File: config.mk
export PLATFORM = sky130hd
export DESIGN_NAME = imem_program_loader
export DESIGN_NICKNAME = d
export VERILOG_FILES = /design/src/rtl/i281_loader_pkg.sv /design/src/rtl/imem_bank_decode.sv /design/src/rtl/imem_program_loader.sv
export SDC_FILE = /design/constraint.sdc
export NUM_CORES = 1
export LEC_CHECK = 0
export ABC_AREA = 1
export BUFFER_PORTS_ARGS = -buffer_cell sky130_fd_sc_hd__clkbuf_2
export CORE_AREA = 2 2 79 81
export CTS_CLUSTER_DIAMETER = 50
export DETAILED_ROUTE_END_ITERATION = 7
export DIE_AREA = 0 0 81 83
export PLACE_DENSITY = 0.71
export SKIP_LAST_GASP = 1
export SLEW_MARGIN = 20
export SYNTH_ARGS = -nofsm -noshare
export SYNTH_HDL_FRONTEND = slang
export SYNTH_HIERARCHICAL = 1
export SYNTH_SLANG_ARGS = --single-unit
File: constraint.sdc
create_clock -name CLOCK -period 2.45 [get_ports CLOCK]
set_clock_uncertainty 0.1 [all_clocks]
set_input_delay 0 -clock CLOCK [delete_from_list [all_inputs] [get_ports CLOCK]]
set_output_delay 0 -clock CLOCK [all_outputs]
set_load 0.01 [all_outputs]
File: src/rtl/i281_loader_pkg.sv
// Shared types and constants for the i281 instruction-memory program loader.
package i281_loader_pkg;

  typedef enum logic [2:0] {
    IDLE    = 3'd0,
    HI_BYTE = 3'd1,
    LO_BYTE = 3'd2,
    WRITE   = 3'd3,
    CHECK   = 3'd4
  } state_e;

  localparam int IMEM_WORDS = 32;
  localparam int BANK_WORDS = 16;
  localparam int LEN_W      = 6;

  // A requested length above the IMEM size is clamped to a full-memory load.
  function automatic logic [LEN_W-1:0] sat_len(input logic [LEN_W-1:0] len);
    return (len > LEN_W'(IMEM_WORDS)) ? LEN_W'(IMEM_WORDS) : len;
  endfunction

endpackage

File: src/rtl/imem_bank_decode.sv
// Splits a 5-bit IMEM word address into a bank strobe and an in-bank select;
// the select keeps the last written index between writes.
module imem_bank_decode
  import i281_loader_pkg::*;
#(
  parameter int ADDR_WIDTH = 5
) (
  input  logic                          clk_i,
  input  logic                          rst_ni,
  input  logic [ADDR_WIDTH-1:0]         addr_i,
  input  logic                          write_i,
  output logic [$clog2(BANK_WORDS)-1:0] sel_o,
  output logic                          we_low_o,
  output logic                          we_high_o
);

  localparam int SEL_W = $clog2(BANK_WORDS);

  logic [SEL_W-1:0] sel_q;

  always_ff @(posedge clk_i) begin
    if (!rst_ni) begin
      sel_q <= '0;
    end else if (write_i) begin
      sel_q <= addr_i[SEL_W-1:0];
    end
  end

  assign sel_o     = write_i ? addr_i[SEL_W-1:0] : sel_q;
  assign we_low_o  = write_i & ~addr_i[ADDR_WIDTH-1];
  assign we_high_o = write_i &  addr_i[ADDR_WIDTH-1];

endmodule

File: src/rtl/imem_program_loader.sv
// Byte-stream to IMEM loader: assembles big-endian words, writes them across
// both IMEM banks and checks a trailing XOR checksum.
//
// Stream handshake: a byte moves on a rising edge only when BYTE_VALID and
// BYTE_READY are both high; BYTE_READY depends on state alone, BYTE_IN is
// ignored in any other cycle, and the host may drop BYTE_VALID at any time.
module imem_program_loader
  import i281_loader_pkg::*;
#(
  parameter int ADDR_WIDTH = 5,
  parameter int WORD_WIDTH = 16,
  parameter int BYTE_WIDTH = 8
) (
  input  logic                  CLOCK,
  input  logic                  RESET_N,
  input  logic                  LOAD_START,
  input  logic [ADDR_WIDTH-1:0] LOAD_BASE,
  input  logic [ADDR_WIDTH:0]   LOAD_LENGTH,
  input  logic [BYTE_WIDTH-1:0] BYTE_IN,
  input  logic                  BYTE_VALID,
  output logic                  BYTE_READY,
  output logic [WORD_WIDTH-1:0] IMEM_INPUT,
  output logic [3:0]            WRITE_SELECT,
  output logic                  WRITE_ENABLE_LOW,
  output logic                  WRITE_ENABLE_HIGH,
  output logic                  BUSY,
  output logic                  LOAD_DONE,
  output logic                  CKSUM_ERR,
  output logic [2:0]            DEBUG_STATE
);

  state_e                state_q, state_d;
  logic [ADDR_WIDTH-1:0] addr_q;
  logic [ADDR_WIDTH:0]   rem_q;
  logic [BYTE_WIDTH-1:0] chk_q;
  logic [WORD_WIDTH-1:0] hold_q;
  logic [WORD_WIDTH-1:0] last_q;
  logic                  done_q;
  logic                  err_q;

  logic ready;
  logic busy;
  logic write_pulse;
  logic xfer;
  logic start_acc;

  assign xfer      = BYTE_VALID & ready;
  assign start_acc = (state_q == IDLE) & LOAD_START & (LOAD_LENGTH != '0);

  always_ff @(posedge CLOCK) begin
    if (!RESET_N) begin
      state_q <= IDLE;
    end else begin
      state_q <= state_d;
    end
  end

  always_comb begin
    state_d = state_q;
    case (state_q)
      IDLE:    if (start_acc) state_d = HI_BYTE;
      HI_BYTE: if (xfer) state_d = LO_BYTE;
      LO_BYTE: if (xfer) state_d = WRITE;
      WRITE:   state_d = (rem_q == (ADDR_WIDTH+1)'(1)) ? CHECK : HI_BYTE;
      CHECK:   if (xfer) state_d = IDLE;
      default: state_d = IDLE;
    endcase
  end

  always_comb begin
    busy        = (state_q != IDLE);
    ready       = (state_q == HI_BYTE) || (state_q == LO_BYTE) || (state_q == CHECK);
    write_pulse = (state_q == WRITE);
  end

  always_ff @(posedge CLOCK) begin
    if (!RESET_N) begin
      addr_q <= '0;
      rem_q  <= '0;
      chk_q  <= '0;
      hold_q <= '0;
      last_q <= '0;
      done_q <= 1'b0;
      err_q  <= 1'b0;
    end else begin
      done_q <= 1'b0;
      if (start_acc) begin
        addr_q <= LOAD_BASE;
        rem_q  <= sat_len(LOAD_LENGTH);
        chk_q  <= '0;
        err_q  <= 1'b0;
      end
      case (state_q)
        HI_BYTE: if (xfer) begin
          hold_q[WORD_WIDTH-1:BYTE_WIDTH] <= BYTE_IN;
          chk_q                           <= chk_q ^ BYTE_IN;
        end
        LO_BYTE: if (xfer) begin
          hold_q[BYTE_WIDTH-1:0] <= BYTE_IN;
          chk_q                  <= chk_q ^ BYTE_IN;
        end
        WRITE: begin
          addr_q <= addr_q + ADDR_WIDTH'(1);
          rem_q  <= rem_q - (ADDR_WIDTH+1)'(1);
          last_q <= hold_q;
        end
        CHECK: if (xfer) begin
          // Data bytes XOR checksum byte must cancel to zero.
          err_q  <= (chk_q ^ BYTE_IN) != '0;
          done_q <= 1'b1;
        end
        default: ;
      endcase
    end
  end

  imem_bank_decode #(.ADDR_WIDTH(ADDR_WIDTH)) u_bank_decode (
    .clk_i     (CLOCK),
    .rst_ni    (RESET_N),
    .addr_i    (addr_q),
    .write_i   (write_pulse),
    .sel_o     (WRITE_SELECT),
    .we_low_o  (WRITE_ENABLE_LOW),
    .we_high_o (WRITE_ENABLE_HIGH)
  );

  assign IMEM_INPUT  = write_pulse ? hold_q : last_q;
  assign BYTE_READY  = ready;
  assign BUSY        = busy;
  assign LOAD_DONE   = done_q;
  assign CKSUM_ERR   = err_q;
  assign DEBUG_STATE = state_q;

endmodule

After elaboration in Yosys (flattened, before gate mapping)
Index checks and enable logic that the tools add are counted.

storage, ports and cells
  word-level logic and storage cells = 61
  output and inout bits = 29
  flip-flop bits (word level) = 60

cells by class
  add/sub/neg operators = 2
  reductions and logical operators = 12
  bitwise gates (word level) = 7
  $lt $le $gt $ge = 1
  mux-type cells = 20
  equality and inequality tests = 9

operators with widths
  cell                   number
  $mux W8                3
  $mux W6                3
  $mux W16               1
  $mux W3                5
  $pmux W3 S5            1
  $mux W5                2
  $ne A2 B2 Y1 const B   4
  $reduce_bool A8 Y1     1
  $xor A8 B8 Y8          1
  $eq A3 B2 Y1 const B   2
  $eq A6 B1 Y1 const B   1
  $gt A6 B6 Y1 const B   1
  $reduce_and A2 Y1      3
  $reduce_bool A6 Y1     1
  $sub A6 B1 Y6 const B  1
  $add A5 B1 Y5 const B  1
  $and A1 B1 Y1          5
  $mux W1                4
  $mux W4                1
  $reduce_and A4 Y1      1
  $eq A3 B1 Y1 const B   1
  $eq A3 B3 Y1 const B   1
  $logic_not A3 Y1       1
  $reduce_bool A3 Y1     1
  other kinds (4)        5

Logic depth before layout (Yosys ltp)
Gate-level depths: netlist (run 1).

  word-level depth = 6
  mapped depth = 10

Cells and area by module
Netlist (run 1), hierarchy kept.

modules (own cells, without submodules)
  module               area an instance (um^2)  cells an instance  seq. area each (um^2)  times used
  imem_program_loader  2668.8                   380                1121.1                 1
  imem_bank_decode     206.4                    37                 80.1                   1

Least setup slack after synthesis (run 1)
Ideal clock, no wire load.

  path kind = register -> register
  from = reg state_q[2] (netlist: DEBUG_STATE[2])
  to = reg last_q[12]
  path slack = 1.000 ns
  setup time = 0.128 ns
  stages on the path, launching flop included = 9
  period minus slack after synthesis = 1.450 ns
  buffers on the path = 2
  data arrival time = 1.223 ns
  cell sequence = dfxtp_1 nor2_2 nand2_2 buf_6 inv_6 buf_8 or2_1 o21ai_1 nor2_1

between the ends
  longest elaborated chain between the ends = 2

RTL lines
  item                      RTL line                    source
  start: declaration        imem_program_loader.sv:32   state_e state_q, state_d;
  start signal: assignment  imem_program_loader.sv:54   state_q <= state_d;
  $eq A3 B2 Y1              n/a
  via write_pulse           imem_program_loader.sv:43   logic write_pulse;
  $mux W16                  n/a
  end signal: assignment    imem_program_loader.sv:105  last_q <= hold_q;
  end: declaration          imem_program_loader.sv:37   logic [WORD_WIDTH-1:0] last_q;

The timed path passes the listed nets, and every way through them passes these cells.
A chain may end at the register's enable or synchronous reset.

Worst setup path after layout (run 1)
  from = reg state_q[2] (netlist: DEBUG_STATE[2])
  to = out IMEM_INPUT[0]

between the ends
  longest elaborated chain between the ends = 2

RTL lines
  item              RTL line                   source
  $eq A3 B2 Y1      imem_program_loader.sv:73  write_pulse = (state_q == WRITE);
  $mux W16          n/a
  end: declaration  imem_program_loader.sv:22  output logic [WORD_WIDTH-1:0] IMEM_INPUT,

No other way between the ends.

==> results_dict.tcl, run 1 <==
set metrics [dict create \
    min_path_cells 3 \
    synth_cells 417 \
    required_ns 2.35 \
    ir_worst_vdd_mv 0.482 \
    p_switching_uw 1060 \
    dpl.hpwl_um 4350 \
    vias 2754 \
    synth-compound-area-share_pct 12.7 \
    cts.htree.levels 3 \
    viasPerCell 4.87 \
    area_growth_pct 22.8 \
    reg2reg_to "addr_q[3]" \
    sw_frac_of_total_pct 34.5 \
    ys.flop_type "dfxtp_1" \
    avgSynthCellArea_um2 6.90 \
    drtAntennaViolNets 0 \
    wire_per_inst_um 11.5 \
    antennaDiodeCount 0 \
    grt_pass1_wl_um 11200 \
    reg2regPathDepth 8 \
    power_uw 3060 \
    slew_violations 0 \
    grt_start_max_net_pins 32 \
    fin_ws_ns 0.426 \
    yosys-top-cells-area "dfxtp_1 42%, nor2_1 9.4%, nand2_1 9.0%" \
    clk_latency_ns 0.33 \
    yosysTopAreaCell "dfxtp_1" \
    rsz0062_at_grt "false" \
    crit_path_start_kind "register" \
    hp-class "in -> reg" \
    yosys.area_share.adder_pct 1.31 \
    maxSlewHeadroom_pct 62.2 \
    setup_viol 0 \
    synth_nets 443 \
    drv_cap 0 \
    gp_congestion 0.868 \
    drive_gt1_share_pct 17.3 \
    fin_nets 512 \
    cts_tree "built" \
    seq_area_frac_synth_pct 41.8 \
    hold_path_end "chk_q[4]" \
    synth_top_family_by_area "simple AND/OR/NAND/NOR gates" \
    rows 28 \
    core_area_um2 5820 \
    die_y_um 83 \
    clockBufferDepth 2 \
    grt-ovfl-total 0 \
    reg2reg_slack_ns 0.64 \
    die_area_um2 6720 \
    min_period_over_period_pct 82.6 \
    drt_iter0_drc 239 \
    cp.arrival_ns 1.92 \
    totalWireLength_um 6510 \
    clock_sinks 60 \
    port-buffer-count 51 \
    setup-tns-final_ns 0 \
    worst_pin_slew_ns 0.567 \
    async_flop_share_pct 0 \
    ioPinCount 52 \
    initial_core_util_pct 49.4 \
    cts.clk_slew.worst_paths_ns 0.07 \
    yosys.area_share.xor_xnor_pct 1.83 \
    fmax_mhz 494 \
    cts_resized 0 \
    synth_top_area_share_pct 41.8 \
    first_pass_iters 5 \
    synthSimpleGateAreaFrac_pct 30.4 \
    grt_usage_pct 21.2 \
    power_frac_seq_pct 40.5 \
    power_frac_comb_pct 30.2 \
    synth_edf_count 0 \
    final-hold-violation-count 0 \
    syn-cell-area_um2 2880 \
    finalCriticalPeriod_ns 2.02 \
    internal_power_uw 2010 \
    hp-start "RESET_N" \
    timing.rr.start "DEBUG_STATE[1]" \
    p_per_area_nw_per_um2 868 \
    p_leak_uw 0.00184 \
    clockPowerShare_pct 29.3 \
    path_max_fanout 28 \
    grt_pass1_vias 2552 \
    muxShareOfSynthArea_pct 0 \
    status "finished clean" \
    crit_type "reg -> out" \
    ys_seq_elements 60 \
    cp-end-kind "primary output" \
    synth_cell_types 29 \
    dp_slack_ns 0.692 \
    antenna_found_initial 0 \
    dieWidth_um 81 \
    ys_warn_count 6 \
    clock-root-buffer "clkbuf_8" \
    drc 0 \
    cts_buffers 9 \
]
[synthesized netlist by cell type, types with 5 or more instances]
cell type,number
buf_6,5
nand3_1,31
xnor2_1,6
a21oi_1,22
o21ai_0,28
o21ai_1,18
dfxtp_1,60
nor2_1,72
or2_1,13
nand2_1,69
inv_1,55
nand2_2,5
[state kept, by name, indices dropped and copies added (netlist names)]
signal	count
DEBUG_STATE	3
chk_q	8
addr_q	5
CKSUM_ERR	1
hold_q	16
last_q	16
rem_q	6
u_bank_decode/sel_q	4
LOAD_DONE	1
[cells in the final DEF (no fill, tap or decap), types with 2 or more instances in the layout]
cell,synthesis,layout
buf_4,2,2
or2_2,4,4
o21ai_1,18,18
nand3_1,31,31
nand2_1,69,69
clkinv_2,0,2
nand2_2,5,5
inv_1,55,55
clkbuf_8,0,11
o21ai_0,28,28
dfxtp_1,60,60
nor2_2,3,3
ha_1,3,3
inv_2,2,2
dlygate4sd3_1,0,21
nor3_1,2,2
xnor2_1,6,6
nor2_1,72,72
clkbuf_2,0,51
or2_1,13,13
nand4_1,2,2
a21oi_1,22,22
[layer usage]
| metal | global-route usage, % | up-vias | wire, µm |
|---|---|---|---|
| met5 | 0 | - | 0 |
| met4 | 8.47 | 0 | 69 |
| met3 | 5.11 | 8 | 394 |
| met2 | 31.7 | 77 | 2740 |
| met1 | 29.1 | 1224 | 3300 |
| li1 | - | 1445 | - |
[worst max-delay path, cell delays in order, from the launching register on]
cell,delay (ns)
dfxtp_1,0.43
nor2_2,0.09
nand2_2,0.28
inv_6,0.16
or2_2,0.30
o21ai_0,0.10
inv_1,0.09
clkbuf_2,0.14
[final cells by class]
cell class,count,area (µm²)
clock buffer,12,155
clock inverter,4,47.5
fill,576,2280
inverter,59,226
multi-input combinational,282,1330
sequential,60,1200
tap,75,93.8
timing repair buffer,74,480
[cells by family (layout without fill, tap and decap cells)]
group,after synthesis,in the layout
AOI/OAI and AO/OA,71,71
buffers and inverters,75,149
adders and majority gates,3,3
and+or+nand+nor,202,202
xor gates and xnor gates,6,6
DFF,60,60
[worst max path at each step]
stage / startpoint / to / slack [ns] / cells past startpoint
detailed placement: DEBUG_STATE[1] / rem_q[2] / 0.69 / 8
CTS: DEBUG_STATE[2] / IMEM_INPUT[0] / 0.41 / 7
global route: DEBUG_STATE[2] / IMEM_INPUT[0] / 0.26 / 7
floorplan: DEBUG_STATE[2] / last_q[12] / 1.0 / 8
global placement: DEBUG_STATE[0] / addr_q[4] / 0.79 / 8
finish: DEBUG_STATE[2] / IMEM_INPUT[0] / 0.43 / 7
[power groups by stage]
| stage | logic [µW] | registers [µW] | clock network [µW] |
|---|---|---|---|
| 3_5_place_dp | 889 | 1260 | 0 |
| 6_report | 925 | 1240 | 898 |
| 2_1_floorplan | 701 | 1240 | 0 |
| 4_1_cts | 923 | 1240 | 911 |
| 3_3_place_gp | 867 | 1250 | 0 |
| 5_1_grt | 1070 | 1260 | 963 |
[timing repair]
action	CTS	global route
endpoints found under the hold margin	35	0
setup buffers	0	0
hold buffers	21	0
endpoints found under the setup margin	0	0
[through the flow]
| step | hold WS [ns] | util (%) | cells | area, µm² |
|---|---|---|---|---|
| 6_report | 0.160 | 60.7 | 566 | 3530 |
| 5_1_grt | 0.190 | 60.7 | 566 | 3530 |
| 4_1_cts | 0.146 | 60.7 | 566 | 3530 |
| 3_5_place_dp | 0.198 | 53.6 | 529 | 3120 |
| 3_3_place_gp | 0.193 | 53.6 | 529 | 3120 |
| 2_1_floorplan | 0.0637 | - | 417 | 2880 |
Power figures use the tool's default switching activity.
==> run 2, diff against run 1 <==
--- a/config.mk
+++ b/config.mk
@@ -5,13 +5,13 @@
 export SDC_FILE = /design/constraint.sdc
 export NUM_CORES = 1
 export LEC_CHECK = 0
-export ABC_AREA = 1
+export ABC_AREA = 0
 export BUFFER_PORTS_ARGS = -buffer_cell sky130_fd_sc_hd__clkbuf_2
 export CORE_AREA = 2 2 79 81
 export CTS_CLUSTER_DIAMETER = 50
 export DETAILED_ROUTE_END_ITERATION = 7
 export DIE_AREA = 0 0 81 83
-export PLACE_DENSITY = 0.71
+export PLACE_DENSITY = 0.7
 export SKIP_LAST_GASP = 1
 export SLEW_MARGIN = 20
 export SYNTH_ARGS = -nofsm -noshare
==> constraint.sdc (replaced) <==
create_clock -name CLOCK -period 2 [get_ports CLOCK]
set_clock_uncertainty 0.1 [all_clocks]
set_input_delay 0 -clock CLOCK [delete_from_list [all_inputs] [get_ports CLOCK]]
set_output_delay 0 -clock CLOCK [all_outputs]
set_load 0.01 [all_outputs]
==> results_dict.tcl, run 2 <==
set metrics [dict create \
    setup_viol 0 \
    status "finished clean" \
    antennaDiodeCount 0 \
    wire_per_inst_um 13.4 \
    grt_usage_pct 20.2 \
    die_area_um2 6720 \
    slew_violations 0 \
    power_frac_seq_pct 43.3 \
    cp-end-kind "register" \
    setup-tns-final_ns 0 \
    mostFrequentLayoutCell "dfxtp_1" \
    cp.arrival_ns 1.95 \
    synth_cells 320 \
    drv_cap 0 \
    syn-cell-area_um2 2830 \
    crit_type "in -> reg" \
    layout_common_cells "59 x dfxtp_1, 57 x nand2_1, 51 x clkbuf_2, 34 x a21oi_1, 23 x nor2_1" \
    port-buffer-count 51 \
    ys_seq_elements 60 \
    top_regs "hold_q: 16 flops, last_q: 16 flops, chk_q: 8 flops" \
    yosysTopAreaCell "dfxtp_1" \
    cts_tree "built" \
    gp_congestion 0.830 \
    ioPinCount 52 \
    clock-root-buffer "clkbuf_8" \
    required_ns 2.13 \
    finish.utilization_pct 61.5 \
    die_y_um 83 \
    ys.flop_type "dfxtp_1" \
    path_max_fanout 8 \
    first_pass_iters 4 \
    fin_nets 424 \
    grt_pass1_wl_um 10700 \
    crit_path_start_kind "input port" \
    final-hold-violation-count 0 \
    nFillCells 538 \
    core_area_um2 5820 \
    clock_sinks 60 \
    p_leak_uw 0.00158 \
    p_switching_uw 1060 \
    drtAntennaViolNets 0 \
    worst_pin_slew_ns 0.539 \
    internal_power_uw 2260 \
    cts.clk_slew.worst_paths_ns 0.07 \
    p_per_area_nw_per_um2 927 \
    multiInputGateArea_um2 1510 \
    fmax_mhz 547 \
    power_uw 3310 \
    synth_cell_types 54 \
    async_flop_share_pct 0 \
    drc 0 \
    synth_top_area_share_pct 42.5 \
    area.sequential_um2 1200 \
    rsz0062_at_grt "false" \
    area_growth_pct 26.4 \
    viasPerCell 5.32 \
    grt_start_max_net_pins 39 \
    cts.htree.levels 3 \
    clockBufferDepth 2 \
    yosys-top-cells-area "dfxtp_1 42%, nand2_1 7.6%, mux2i_1 7.1%" \
    ys_warn_count 6 \
    synth_commonest_cells "60 x dfxtp_1, 57 x nand2_1, 34 x a21oi_1" \
    grt_pass1_vias 2343 \
    dieWidth_um 81 \
    initial_core_util_pct 48.6 \
    drive_gt1_share_pct 26.6 \
    antenna_found_initial 0 \
    synth_edf_count 0 \
    maxSlewHeadroom_pct 63.8 \
    power_frac_comb_pct 27.4 \
    ir_worst_vdd_mv 0.498 \
    avgSynthCellArea_um2 8.84 \
    whs_ns 0.0183 \
    rows 28 \
    finalCriticalPeriod_ns 1.83 \
    min_period_over_period_pct 91.4 \
    seq_area_frac_synth_pct 42.5 \
    grt-ovfl-total 0 \
    yosys.cell_count.top_type "dfxtp_1" \
    dpl.hpwl_um 4420 \
    drt_iter0_drc 102 \
    hp-class "in -> reg" \
    totalWireLength_um 6370 \
    vias 2538 \
    clockPowerShare_pct 29.3 \
    sw_frac_of_total_pct 31.9 \
    cts_buffers 9 \
    synth_nets 346 \
    clk_latency_ns 0.34 \
]
## run 2: cell types whose count changed after synthesis, moves of 7 or more
cell / previous run / this run
a21oi_1: 22 / 34
a31o_2: 0 / 8
and4b_1: 0 / 7
inv_1: 55 / 7
mux2i_1: 0 / 20
nand2_1: 69 / 57
nand3_1: 31 / 6
nor2_1: 72 / 23
o21ai_0: 28 / 7
o21ai_1: 18 / 1
or2_1: 13 / 0
xor2_1: 0 / 7
## run 2: logic make-up after synthesis
family / count (synthesis) / synth area share (%)
AO/OA/AOI/OAI: 74 / 17.9
XOR/XNOR: 10 / 3.10
adder cells (fa/ha/maj): 3 / 1.33
buffers and inverters: 25 / 4.16
flip-flops: 60 / 42.5
multiplexers: 24 / 8.80
AND/OR/NAND/NOR: 124 / 22.2
## run 2: path summary, 6_finish.rpt
path	startpoint	endpoint	slack, ns	cells past startpoint
worst max-delay path	LOAD_LENGTH[1]	addr_q[2]	0.17	6
worst min-delay path	LOAD_LENGTH[3]	rem_q[3]	0.02	4
worst max register to register	DEBUG_STATE[2]	rem_q[3]	0.23	5
worst min register to register	last_q[1]	last_q[1]	0.36	2
## run 2: critical path: stages
cell and delay (ns):
dlygate4sd3_1 0.53, clkbuf_2 0.13, or4_4 0.53, o31ai_4 0.38
nand2_1 0.16, a32o_1 0.23
## run 2: what timing repair did
action / CTS / global route
hold buffers: 16 / 0
buffers inserted: 0 / 1
hold endpoints to repair: 31 / 0
gates resized for setup: 1 / 1
endpoints found under the setup margin: 14 / 10
## run 2: through the flow
step / worst slack, ns / cells / instance area (µm²)
4_1_cts: 0.0612 / 476 / 3570
3_5_place_dp: 0.236 / 445 / 3230
6_report: 0.173 / 477 / 3570
2_1_floorplan: 0.0310 / 320 / 2830
5_1_grt: 0.0489 / 477 / 3570
3_3_place_gp: 0.300 / 445 / 3230
## run 2: layout make-up
type                       count  area share (%)
sequential                    60            33.6
clock inverter                 4           0.700
clock buffer                  11            4.24
inverter                       7           0.840
tap                           75            2.63
timing repair buffer          85            15.8
multi-input combinational    235            42.2
## run 2: layer usage
layer | wire length, µm | track usage, % | part of all wire (%)
met1 | 2970 | 26.0 | 47
met4 | 125 | 7.86 | 2.0
met3 | 291 | 5.00 | 4.6
met2 | 2990 | 32.2 | 47
met5 | 0 | 0 | 0
## run 2: power by group through the flow
stage	registers (µW)	logic (µW)	clock network [µW]
after floorplan	1420	648	0
after global placement	1450	869	0
after detailed placement	1460	875	0
after CTS	1430	907	993
after global routing	1450	1010	1050
final	1430	908	972
